[config.mk]
export PLATFORM = sky130hd
export DESIGN_NAME = hdmi_text_renderer
export DESIGN_NICKNAME = d
export VERILOG_FILES = /design/src/rtl/hdmi_text_pkg.sv /design/src/rtl/hdmi_font_rom.sv /design/src/rtl/hdmi_text_renderer.sv
export SDC_FILE = /design/constraint.sdc
export NUM_CORES = 1
export LEC_CHECK = 0
export CAP_MARGIN = 0
export CORE_MARGIN = 2
export CORE_UTILIZATION = 46
export DETAILED_ROUTE_END_ITERATION = 6
export PLACE_DENSITY = 0.84
export SLEW_MARGIN = 10
export SYNTH_ARGS = -nofsm -noshare
export SYNTH_HDL_FRONTEND = slang
export SYNTH_SLANG_ARGS = --single-unit
[constraint.sdc]
create_clock -name S_AXI_ACLK -period 3.5 [get_ports S_AXI_ACLK]
set_clock_uncertainty 0.2 [all_clocks]
set_input_delay 0.7 -clock S_AXI_ACLK [delete_from_list [all_inputs] [get_ports S_AXI_ACLK]]
set_output_delay 0.7 -clock S_AXI_ACLK [all_outputs]
set_load 0.02 [all_outputs]
[src/rtl/hdmi_text_pkg.sv]
// hdmi_text_pkg: shared constants and types for the HDMI text renderer.
//   Character grid and font geometry, raster limits, the rgb444_t pixel
//   struct, the sync sideband struct and the char-grid address helper.
package hdmi_text_pkg;

  localparam int H_CHARS        = 80;
  localparam int V_CHARS        = 30;
  localparam int CHARS_PER_WORD = 4;
  localparam int WORDS_PER_ROW  = 20;
  localparam int VRAM_WORDS     = 600;
  localparam int CTRL_INDEX     = 600;
  localparam int FONT_W         = 8;
  localparam int FONT_H         = 16;

  localparam logic [9:0] H_ACTIVE = 10'd640;
  localparam logic [9:0] V_ACTIVE = 10'd480;

  typedef struct packed {
    logic [3:0] r;
    logic [3:0] g;
    logic [3:0] b;
  } rgb444_t;

  typedef struct packed {
    logic vde;
    logic hs;
    logic vs;
  } sync_t;

  // Blanked sideband: no video, syncs at their idle-high level.
  localparam sync_t SYNC_IDLE = 3'b011;

  // row*20 + grp as two shifts and adds, so no multiplier is inferred.
  function automatic logic [9:0] char_word(input logic [4:0] row, input logic [4:0] grp);
    return ({5'd0, row} << 4) + ({5'd0, row} << 2) + {5'd0, grp};
  endfunction

endpackage

[src/rtl/hdmi_font_rom.sv]
// hdmi_font_rom: 2048x8 synchronous-read glyph ROM, 1-cycle latency, no reset.
//   clk  - pixel clock
//   addr - {glyph code[6:0], glyph row[3:0]}
//   data - glyph row bits, MSB = leftmost pixel, valid the cycle after addr
// Rows are IBM 8x16 patterns; codes without a listed pattern read as blank.
module hdmi_font_rom
  import hdmi_text_pkg::*;
(
  input  logic              clk,
  input  logic [10:0]       addr,
  output logic [FONT_W-1:0] data
);

  logic [FONT_W-1:0] data_d, data_q;

  always_comb begin
    data_d = '0;
    case (addr)
      // 'A' (0x41)
      11'h412:                            data_d = 8'h10;
      11'h413:                            data_d = 8'h38;
      11'h414:                            data_d = 8'h6C;
      11'h415, 11'h416:                   data_d = 8'hC6;
      11'h417:                            data_d = 8'hFE;
      11'h418, 11'h419, 11'h41A, 11'h41B: data_d = 8'hC6;
      // 'B' (0x42)
      11'h422, 11'h42B:                   data_d = 8'hFC;
      11'h423, 11'h424, 11'h425:          data_d = 8'h66;
      11'h426:                            data_d = 8'h7C;
      11'h427, 11'h428, 11'h429, 11'h42A: data_d = 8'h66;
      // 'H' (0x48)
      11'h482, 11'h483, 11'h484, 11'h485: data_d = 8'hC6;
      11'h486:                            data_d = 8'hFE;
      11'h487, 11'h488, 11'h489, 11'h48A,
      11'h48B:                            data_d = 8'hC6;
      default:                            data_d = 8'h00;
    endcase
  end

  always_ff @(posedge clk) data_q <= data_d;

  assign data = data_q;

endmodule

[src/rtl/hdmi_text_renderer.sv]
// hdmi_text_renderer: 4-stage, stall-free text-mode pixel pipeline.
//   S_AXI_ACLK/S_AXI_ARESETN - pixel clock, async active-low reset
//   draw_x/draw_y/vde/hsync/vsync - raster position and syncs from timing gen
//   vram_addr/vram_rdata - char word fetch (registered read, 1-cycle latency)
//   ctrl - FG/BG colour word, used live in the last stage
//   red/green/blue, vde_o/hsync_o/vsync_o - pixel out, all inputs delayed 4
module hdmi_text_renderer
  import hdmi_text_pkg::*;
(
  input  logic        S_AXI_ACLK,
  input  logic        S_AXI_ARESETN,
  input  logic [9:0]  draw_x,
  input  logic [9:0]  draw_y,
  input  logic        vde,
  input  logic        hsync,
  input  logic        vsync,
  output logic [9:0]  vram_addr,
  input  logic [31:0] vram_rdata,
  input  logic [31:0] ctrl,
  output logic [3:0]  red,
  output logic [3:0]  green,
  output logic [3:0]  blue,
  output logic        vde_o,
  output logic        hsync_o,
  output logic        vsync_o
);

  logic [9:0]  vram_addr_d, vram_addr_q;
  logic [1:0]  s1_byte_d, s1_byte_q, s2_byte_d, s2_byte_q;
  logic [2:0]  s1_px_d, s1_px_q, s2_px_d, s2_px_q, s3_px_d, s3_px_q;
  logic [3:0]  s1_py_d, s1_py_q, s2_py_d, s2_py_q;
  logic        s3_inv_d, s3_inv_q;
  logic [3:1]  inr_pipe_d, inr_pipe_q;
  sync_t [4:1] sb_pipe_d, sb_pipe_q;
  rgb444_t     rgb_d, rgb_q;

  logic        in_range;
  logic [6:0]  col;
  logic [7:0]  char_byte;
  logic [10:0] font_addr;
  logic [7:0]  font_data;
  logic        pix;
  rgb444_t     fg, bg;

  // Stage 1: char-grid address arithmetic.
  always_comb begin
    in_range    = (draw_x < H_ACTIVE) && (draw_y < V_ACTIVE);
    col         = draw_x[9:3];
    vram_addr_d = in_range ? char_word(draw_y[8:4], col[6:2]) : '0;
    s1_byte_d   = col[1:0];
    s1_px_d     = draw_x[2:0];
    s1_py_d     = draw_y[3:0];
  end

  // Stage 2: VRAM word arrives; pick the char byte and address the ROM.
  // The ROM's own read register is the stage-2/3 boundary for the glyph path.
  always_comb begin
    s2_byte_d = s1_byte_q;
    s2_px_d   = s1_px_q;
    s2_py_d   = s1_py_q;
    char_byte = vram_rdata[{s2_byte_q, 3'b000} +: 8];
    font_addr = {char_byte[6:0], s2_py_q};
    s3_inv_d  = char_byte[7];
    s3_px_d   = s2_px_q;
  end

  // Sideband delay lines: in-range flag to stage 3, syncs to the output.
  always_comb begin
    inr_pipe_d      = {inr_pipe_q[2:1], in_range};
    sb_pipe_d[4:2]  = sb_pipe_q[3:1];
    sb_pipe_d[1]    = {vde, hsync, vsync};
  end

  hdmi_font_rom u_font (
    .clk  (S_AXI_ACLK),
    .addr (font_addr),
    .data (font_data)
  );

  // Stage 3: glyph bit, invert, colour mux. ctrl is not registered on the
  // way in, so a colour change shows up on the very next output cycle.
  always_comb begin
    pix   = font_data[~s3_px_q] ^ s3_inv_q;
    fg    = {ctrl[24:21], ctrl[20:17], ctrl[16:13]};
    bg    = {ctrl[12:9],  ctrl[8:5],   ctrl[4:1]};
    rgb_d = '0;
    if (sb_pipe_q[3].vde && inr_pipe_q[3])
      rgb_d = pix ? fg : bg;
  end

  always_ff @(posedge S_AXI_ACLK or negedge S_AXI_ARESETN) begin
    if (!S_AXI_ARESETN) begin
      vram_addr_q <= '0;
      s1_byte_q   <= '0;
      s2_byte_q   <= '0;
      s1_px_q     <= '0;
      s2_px_q     <= '0;
      s3_px_q     <= '0;
      s1_py_q     <= '0;
      s2_py_q     <= '0;
      s3_inv_q    <= 1'b0;
      inr_pipe_q  <= '0;
      sb_pipe_q   <= {4{SYNC_IDLE}};
      rgb_q       <= '0;
    end else begin
      vram_addr_q <= vram_addr_d;
      s1_byte_q   <= s1_byte_d;
      s2_byte_q   <= s2_byte_d;
      s1_px_q     <= s1_px_d;
      s2_px_q     <= s2_px_d;
      s3_px_q     <= s3_px_d;
      s1_py_q     <= s1_py_d;
      s2_py_q     <= s2_py_d;
      s3_inv_q    <= s3_inv_d;
      inr_pipe_q  <= inr_pipe_d;
      sb_pipe_q   <= sb_pipe_d;
      rgb_q       <= rgb_d;
    end
  end

  assign vram_addr = vram_addr_q;
  assign red       = rgb_q.r;
  assign green     = rgb_q.g;
  assign blue      = rgb_q.b;
  assign vde_o     = sb_pipe_q[4].vde;
  assign hsync_o   = sb_pipe_q[4].hs;
  assign vsync_o   = sb_pipe_q[4].vs;

  // ctrl bits outside the colour fields carry nothing for this stage.
  logic unused_ctrl;
  assign unused_ctrl = ^{ctrl[31:25], ctrl[0]};

endmodule

# Word-level counts from Yosys, hierarchy flattened
# Cells that the tools add are included.
[classes]
muxes = 6
n_lt_le_gt_ge = 3
bitwise = 2
reduce_logical = 6
eq_ne = 30
addsub = 2
shift = 1
[ops]
columns = ["op", "count"]
rows = [
  ["$eq A11 B11 Y1 const B", 30],
  ["$pmux W8 S8", 1],
  ["$shiftx A32 B6 Y8", 1],
  ["$mux W12", 2],
  ["$reduce_or A15 Y1", 1],
  ["$add A10 B5 Y10", 1],
  ["$add A9 B7 Y10", 1],
  ["$lt A10 B10 Y1 const B", 1],
  ["$lt A10 B9 Y1 const B", 1],
  ["$mux W10", 1],
  ["$reduce_or A7 Y1", 1],
  ["$lt A3 B4 Y1 const B", 1],
  ["$reduce_or A2 Y1", 2],
  ["$bmux W1 S3", 1],
  ["$not A3 Y3", 1],
  ["$logic_and A1 B1 Y1", 2],
  ["$mux W1", 1],
  ["$xor A1 B1 Y1", 1],
]
[totals]
reg_bits = 67
elab_cells = 76

# Longest topological paths before layout
# Gate-level depths: netlist of run 1.
[depth]
ltp_word = 6
ltp_mapped = 9
mapped_depth_nobuf = 9

# Modules after synthesis
# Synthesis of run 1 repeated with hierarchy kept, for this count alone.
[unflattened]
hier_cells = 274
hier_area_um2 = 3159.3
[by_module_without_submodules]
columns = ["mod", "cells_per_inst", "instances", "seq_area_each_um2", "area_per_inst_um2"]
rows = [
  ["hdmi_text_renderer", 213, 1, 1486.4, 2651.3],
  ["hdmi_font_rom", 61, 1, 120.1, 508.0],
]

# Least setup slack after synthesis of run 1
# No wires, ideal clock.
[synth_path]
path_type = "input -> register"
from = "in draw_x[9]"
to = "reg vram_addr_q[7], in the netlist vram_addr[7]"
t_arrival_ns = 2.189
n_path_buf = 0
stages = 8
slack_ns = 0.986
required_ns = 3.175
setup_ns = 0.125
path_cell_list = "fa_1 inv_1 fa_1 nor2b_1 o21ai_0 nand2b_1 xnor2_1 nor2_1"
[synth_between]
elab_chain_cells = 3
[synth_lines]
columns = ["element", "line", "source"]
rows = [
  ["from (decl)", "hdmi_text_renderer.sv:12", "input logic [9:0] draw_x,"],
  ["$lt A10 B10 Y1", "hdmi_text_renderer.sv:47", "in_range = (draw_x < H_ACTIVE) && (draw_y < V_ACTIVE);"],
  ["$logic_and A1 B1 Y1", "hdmi_text_renderer.sv:47", ""],
  ["$mux W10 *", "hdmi_text_renderer.sv:49", "vram_addr_d = in_range ? char_word(draw_y[8:4], col[6:2]) : '0;"],
  ["via vram_addr_d[7]", "hdmi_text_renderer.sv:28", "logic [9:0] vram_addr_d, vram_addr_q;"],
  ["to (signal assigned)", "hdmi_text_renderer.sv:106", "vram_addr_q <= vram_addr_d;"],
  ["to (decl)", "hdmi_text_renderer.sv:28", ""],
]
# Mark *: on every way through the listed nets, which the timed path passes. The rest lies on a longest branch.

# Final worst setup path of run 1
# Same ends and word-level chain as after synthesis.

==> results of run 1 <==
-- layer usage --
metal / track usage / vias up
met1: 0.206 / 984
met4: 0.0695 / 0
met3: 0.0775 / 12
met5: 0 / -
li1: - / 949
met2: 0.334 / 66
-- cells in the mapped netlist (all sizes together) --
cell type and number:
fa 2, ha 9, a21oi 9, mux2 4
nand3b 2, o21ai 10, nor3b 2, a311oi 1
nor2 25, nand3 4, dfstp 8, clkbuf 2
mux2i 12, xnor2 2, nand2b 6, dfrtp 51
or4b 2, or2 1, mux4 7, o311a 1
nor2b 4, nor3 3, nand2 7, nor4b 2
dfxtp 6, xor2 2, and2b 1, and2 6
a31oi 1, nand4b 1, a21o 1, nand4bb 1
o21a 1, nand4 2, inv 6, buf 4
o2111ai 1
-- worst paths after layout --
path / from / slack, ns / cells after the start / endpoint
min: inr_pipe_q[2] / 0.15 / 0 / inr_pipe_q[3]
min in group asynchronous: S_AXI_ARESETN / 0.33 / 1 / s3_inv_q
max in group asynchronous: S_AXI_ARESETN / 2.02 / 2 / s3_px_q[0]
max: draw_x[9] / 0.75 / 9 / vram_addr[7]
max reg2reg: s3_px_q[2] / 0.86 / 5 / blue[2]
min reg2reg: inr_pipe_q[2] / 0.15 / 0 / inr_pipe_q[3]
-- cells by family after synthesis --
| family | count (synthesis) | share of synthesized area |
|---|---|---|
| compound gates | 25 | 0.0533 |
| mux | 23 | 0.119 |
| buf+inv | 12 | 0.0227 |
| fa+ha+maj | 11 | 0.0565 |
| xor+xnor | 4 | 0.0158 |
| flops | 65 | 0.595 |
| simple gates | 69 | 0.138 |
-- cell usage in the layout, fill, tap and decap left out, types with 3 or more instances in the layout --
master           netlist  routed
nor2_1                25      25
nand2_1                7       7
nand3_1                4       4
ha_1                   9       9
dfxtp_1                6       6
and2_1                 6       6
nand2b_1               6       6
nor3_1                 3       3
clkdlybuf4s50_1        0     104
mux4_2                 7       7
dfrtp_1               51      51
o21ai_0               10      10
inv_1                  6       6
clkinv_2               0       3
dfstp_2                8       8
mux2i_1               12      12
nor2b_1                4       4
a21oi_1                9       9
clkbuf_8               0      12
-- power groups by stage --
stage	clock, mW	combinational [mW]	sequential, mW
after floorplan	0	0.120	0.843
after global placement	0	0.290	0.826
after detailed placement	0	0.300	0.829
after CTS	0.576	0.302	0.816
after global routing	0.624	0.324	0.820
final	0.559	0.297	0.815
-- sequential cells by signal (all words and copies together) (netlist names), 2 cells and up --
register	count
s3_px_q	3
inr_pipe_q	3
s1_py_q	4
s1_byte_q	2
s2_py_q	4
red	4
blue	4
vram_addr	10
green	4
s2_px_q	3
sb_pipe_d	9
s2_byte_q	2
s1_px_q	3
u_font.data	6
-- worst reg2reg max path, cell delays in order (launching register included) --
cell and delay [ns]:
dfrtp_1 0.41, mux2_1 0.33, mux4_2 0.49, xor2_2 0.70, mux2i_1 0.32, nor2_1 0.07
-- final cells by class --
| type | count | share of cell area |
|---|---|---|
| Clock buffer | 13 | 0.0423 |
| Clock inverter | 3 | 0.00376 |
| Inverter | 6 | 0.00564 |
| Multi-Input combinational cell | 132 | 0.259 |
| Sequential cell | 65 | 0.403 |
| Tap cell | 72 | 0.0226 |
| Timing Repair Buffer | 106 | 0.264 |
==> impl_metrics.yaml, run 1 <==
global_routing:
  antenna_found_initial: 0
  grt_pass1_wl_mm: 9.18
  grt_pass1_vias: 2092
  grt_max_degree: 48
  grtUsageTotal: 0.191
  gr-total-overflow: 0
die:
  die_w_microns: 80.6
  row_count: 27
  core_area_sq_mm: 0.00557
  start_util: 0.485
  ios: 114
  die_area_sq_mm: 0.00650
  die_height_microns: 80.6
timing:
  period_needed_ns: 2.75
  slew_violations: 0
  final-setup-viol-count: 0
  finalHoldViolations: 0
  worst_slack_ns: 0.753
  period_share: 0.785
  rsz0062_at_grt: "no"
  setup_tns_ns: 0
  whs_ns: 0.147
  tightest_slew_ns: 0.963
  max_freq_mhz: 364
  slew_headroom: 0.358
detailed_routing:
  routed-wl-met3_microns: 356
  dr.pass1.iters: 4
  vias: 2011
  wl_met1_mm: 2.19
  wl_met2_mm: 3.02
  wl_mm: 5.65
  drt-vias-per-instance: 5.07
  routedWlPerCell_microns: 14.2
  drcViolationCount: 0
  first_iter_violations: 46
  topRoutingLayerUsed: "met4"
  ant_nets: 0
status:
  status: "complete, no violations"
placement:
  gp_congestion: 0.818
  hpwl_mm: 4.51
  dp_cells: 381
  placedInstanceArea_sq_mm: 0.00381
  portBuffers: 105
  preCtsSetupSlack_ns: 0.442
synthesis:
  ys_seq_area_frac: 0.595
  synth_top_area_cell: "dfrtp_1"
  synth.top_cells.by_area: "dfrtp_1 47%, dfstp_2 7.8%, mux4_2 5.8%"
  synthCells: 209
  synth_area_per_cell_sq_um: 12.9
  ys_warn_count: 0
  netlist_area_sq_mm: 0.00270
  yosysUniqueCellTypes: 42
  ys_seq_elements: 65
  syn_nets: 309
  synth_top_area_frac: 0.472
clock_network:
  cts_resized: 0
  root_buffer: "clkbuf_8"
  cts.sinks: 65
  hold_buffers: 0
  cts_buffers: 9
  insertion_delay_ns: 0.32
  cts_setup_buffers: 0
  htreeDepth: 3
  cts_tree: "built"
  clk_pin_slew_ns: 0.06
  cts_buffer_depth: 2
pwr:
  ir_drop_mv: 0.273
  p_comb_frac: 0.178
  p_leak_nw: 1.71
  p_clk_frac: 0.334
  p_sw_mw: 0.392
  power_frac_seq: 0.488
  finalPower_mw: 1.67
  netSwitchingFraction: 0.235
  power.density_mw_per_mm2: 419
  internal_power_mw: 1.28
layout:
  multi_input_area_sq_mm: 0.00103
  seq_area_sq_mm: 0.00161
  final_core_util: 0.716
  fill_cells: 410
  syn_to_final_growth_pct: 47.7
  instances_no_fill: 397
  n_antenna_cell: 0
  nets: 420
  final_area_sq_mm: 0.00399
  drive_gt1_frac: 0.117
setup_path:
  path_delay_family: "adder cells"
  required_ns: 3.51
  crit_buf_inv: 2
  crit_path_top_delay_cell: "fa_1"
  startpoint_type: "input port"
  crit_chain: "clkdlybuf4s50_1, fa_1, inv_1, fa_1, nor2b_1, o21ai_0, nand2b_1, xnor2_1, nor2_1"
  slowest_delay_ns: 0.57
  worstSetupPathType: "input port to flop"
  path_max_fanout: 2
  worstPathArrival_ns: 2.75
  critPathMostFrequentCell: "fa_1"
  cp-end-kind: "flop"
min_path:
  worstHoldPathType: "flop to flop"
job:
  drv_cap: 0
No activity file was read; power rests on OpenSTA's default activity.
==> inputs of run 2 (changes only) <==
Settings changed: CORE_UTILIZATION 46 to 42, PLACE_DENSITY 0.84 to 0.77.
Clock period 3.5 ns to 2.7 ns, I/O delays scaled along.
==> impl_metrics.yaml, run 2 (same netlist as run 1, synthesis figures left out) <==
timing:
  finalHoldViolations: 0
  tightest_slew_ns: 0.583
  period_share: 0.944
  setup_tns_ns: 0
  final-setup-viol-count: 0
  period_needed_ns: 2.55
  max_freq_mhz: 392
  slew_violations: 0
  rsz0062_at_grt: "no"
  slew_headroom: 0.612
  worst_slack_ns: 0.152
setup_path:
  worstPathArrival_ns: 2.56
  crit_chain: "clkdlybuf4s50_1, fa_1, inv_1, fa_1, nor2b_1, o21ai_0, nand2b_1, xnor2_1, nor2_1"
  regToRegStartpoint: "s3_px_q[2]"
  cp-end-kind: "flop"
  slowest_delay_ns: 0.55
  cp_num_cells: 9
  worstSetupEndpoint: "vram_addr[7]"
  worstSetupPathType: "input port to flop"
  crit_path_top_delay_cell: "fa_1"
  reg2reg_setup_slack_ns: 0.52
  critPathMostFrequentCell: "fa_1"
  crit_buf_inv: 2
  reg2reg_to: "red[2]"
  worstRegToRegCells: 6
  startpoint_type: "input port"
  path_delay_family: "adder cells"
  path_max_fanout: 2
  crit_start: "draw_y[4]"
  required_ns: 2.72
clock_network:
  cts_buffers: 9
  cts_tree: "built"
  htreeDepth: 3
  root_buffer: "clkbuf_8"
  clk_pin_slew_ns: 0.07
  cts.sinks: 65
  insertion_delay_ns: 0.33
  cts_buffer_depth: 2
die:
  core_area_sq_mm: 0.00628
  start_util: 0.430
  die_height_microns: 84.2
  row_count: 29
  die_area_sq_mm: 0.00709
  die_w_microns: 84.2
  ios: 114
layout:
  largest_register_ff_count: 10
  nets: 427
  n_antenna_cell: 0
  final_core_util: 0.659
  drive_gt1_frac: 0.136
  instances_no_fill: 409
  syn_to_final_growth_pct: 53.0
  most-common-layout-cells: "103 x clkdlybuf4s50_1, 51 x dfrtp_1, 25 x nor2_1, 12 x mux2i_1"
  final_common_cell: "clkdlybuf4s50_1"
  fill_cells: 459
detailed_routing:
  first_iter_violations: 69
  vias: 1969
  dr.pass1.iters: 4
  drt-vias-per-instance: 4.81
  ant_nets: 0
  routedWlPerCell_microns: 13.1
  wl_mm: 5.35
  drcViolationCount: 0
placement:
  hpwl_mm: 4.20
  dp_cells: 392
  gp_congestion: 0.841
  portBuffers: 105
  preCtsSetupSlack_ns: -0.234
pwr:
  p_clk_frac: 0.409
  p_sw_mw: 0.547
  netSwitchingFraction: 0.223
  p_comb_frac: 0.161
  power_frac_seq: 0.430
  internal_power_mw: 1.90
  ir_drop_mv: 0.390
  power.density_mw_per_mm2: 593
  p_leak_nw: 1.77
global_routing:
  grt_pass1_wl_mm: 9.10
  antenna_found_initial: 0
  gr-total-overflow: 0
  grtUsageTotal: 0.162
  grt_pass1_vias: 2023
  grt.met2_usage: 0.269
  grt_use_met1: 0.189
  grt_max_degree: 26
  use_met3: 0.0610
  grt.busiest_layer: "met2"
job:
  drv_cap: 0
status:
  status: "complete, no violations"
min_path:
  worstHoldPathType: "flop to flop"
## run 2: worst register-to-register path, cell delays in order, from the launching register on
cell and delay, ns:
dfrtp_1 0.40, mux2_1 0.31, mux4_2 0.48, xor2_2 0.13
buf_4 0.24, mux2i_1 0.24, nor2_1 0.06
## run 2: how the worst min path moves through the flow
stage | start | end | slack (ns) | cells past startpoint
2_1_floorplan | S_AXI_ARESETN | blue[0] | 0.04 | 0
3_3_place_gp | sb_pipe_d[8] | sb_pipe_d[11] | 0.13 | 0
3_5_place_dp | inr_pipe_q[1] | inr_pipe_q[2] | 0.13 | 0
4_1_cts | inr_pipe_q[1] | inr_pipe_q[2] | 0.15 | 0
5_1_grt | s1_px_q[1] | s2_px_q[1] | 0.15 | 0
6_report | inr_pipe_q[1] | inr_pipe_q[2] | 0.15 | 0
## run 2: stage by stage
step	area (sq um)	hold WS [ns]	total power, mW
CTS	4130	0.151	2.49
detailed placement	3870	0.135	1.47
floorplan	2700	0.0444	1.25
global placement	3870	0.131	1.46
finish	4130	0.149	2.45
global route	4130	0.154	2.57
## run 2: routing by layer
metal	part of all wire	vias up
li1	-	962
met1	0.42	940
met2	0.51	61
met3	0.065	6
met4	0.0099	0
met5	0	-
## run 2: final cells by class
cell class,count,area [sq um],area share
Tap cell,77,96.3,0.0233
Clock inverter,6,114,0.0275
Sequential cell,65,1610,0.389
Timing Repair Buffer,113,1120,0.272
Inverter,6,22.5,0.00545
Multi-Input combinational cell,132,1030,0.250
Clock buffer,10,138,0.0333
## run 2: power groups by stage
stage | Clock, mW | Combinational [mW] | Sequential (mW)
4_1_cts | 1.03 | 0.399 | 1.06
6_report | 1.00 | 0.394 | 1.06
2_1_floorplan | 0 | 0.156 | 1.09
3_3_place_gp | 0 | 0.389 | 1.07
5_1_grt | 1.08 | 0.432 | 1.06
3_5_place_dp | 0 | 0.397 | 1.07
## run 2: what timing repair did
item                                   in CTS  in global routing
hold buffers                                1                  0
setup buffers                               0                  0
endpoints found under the hold margin      18                  0
gates resized for setup                     0                  1
setup endpoints to repair                   0                  1
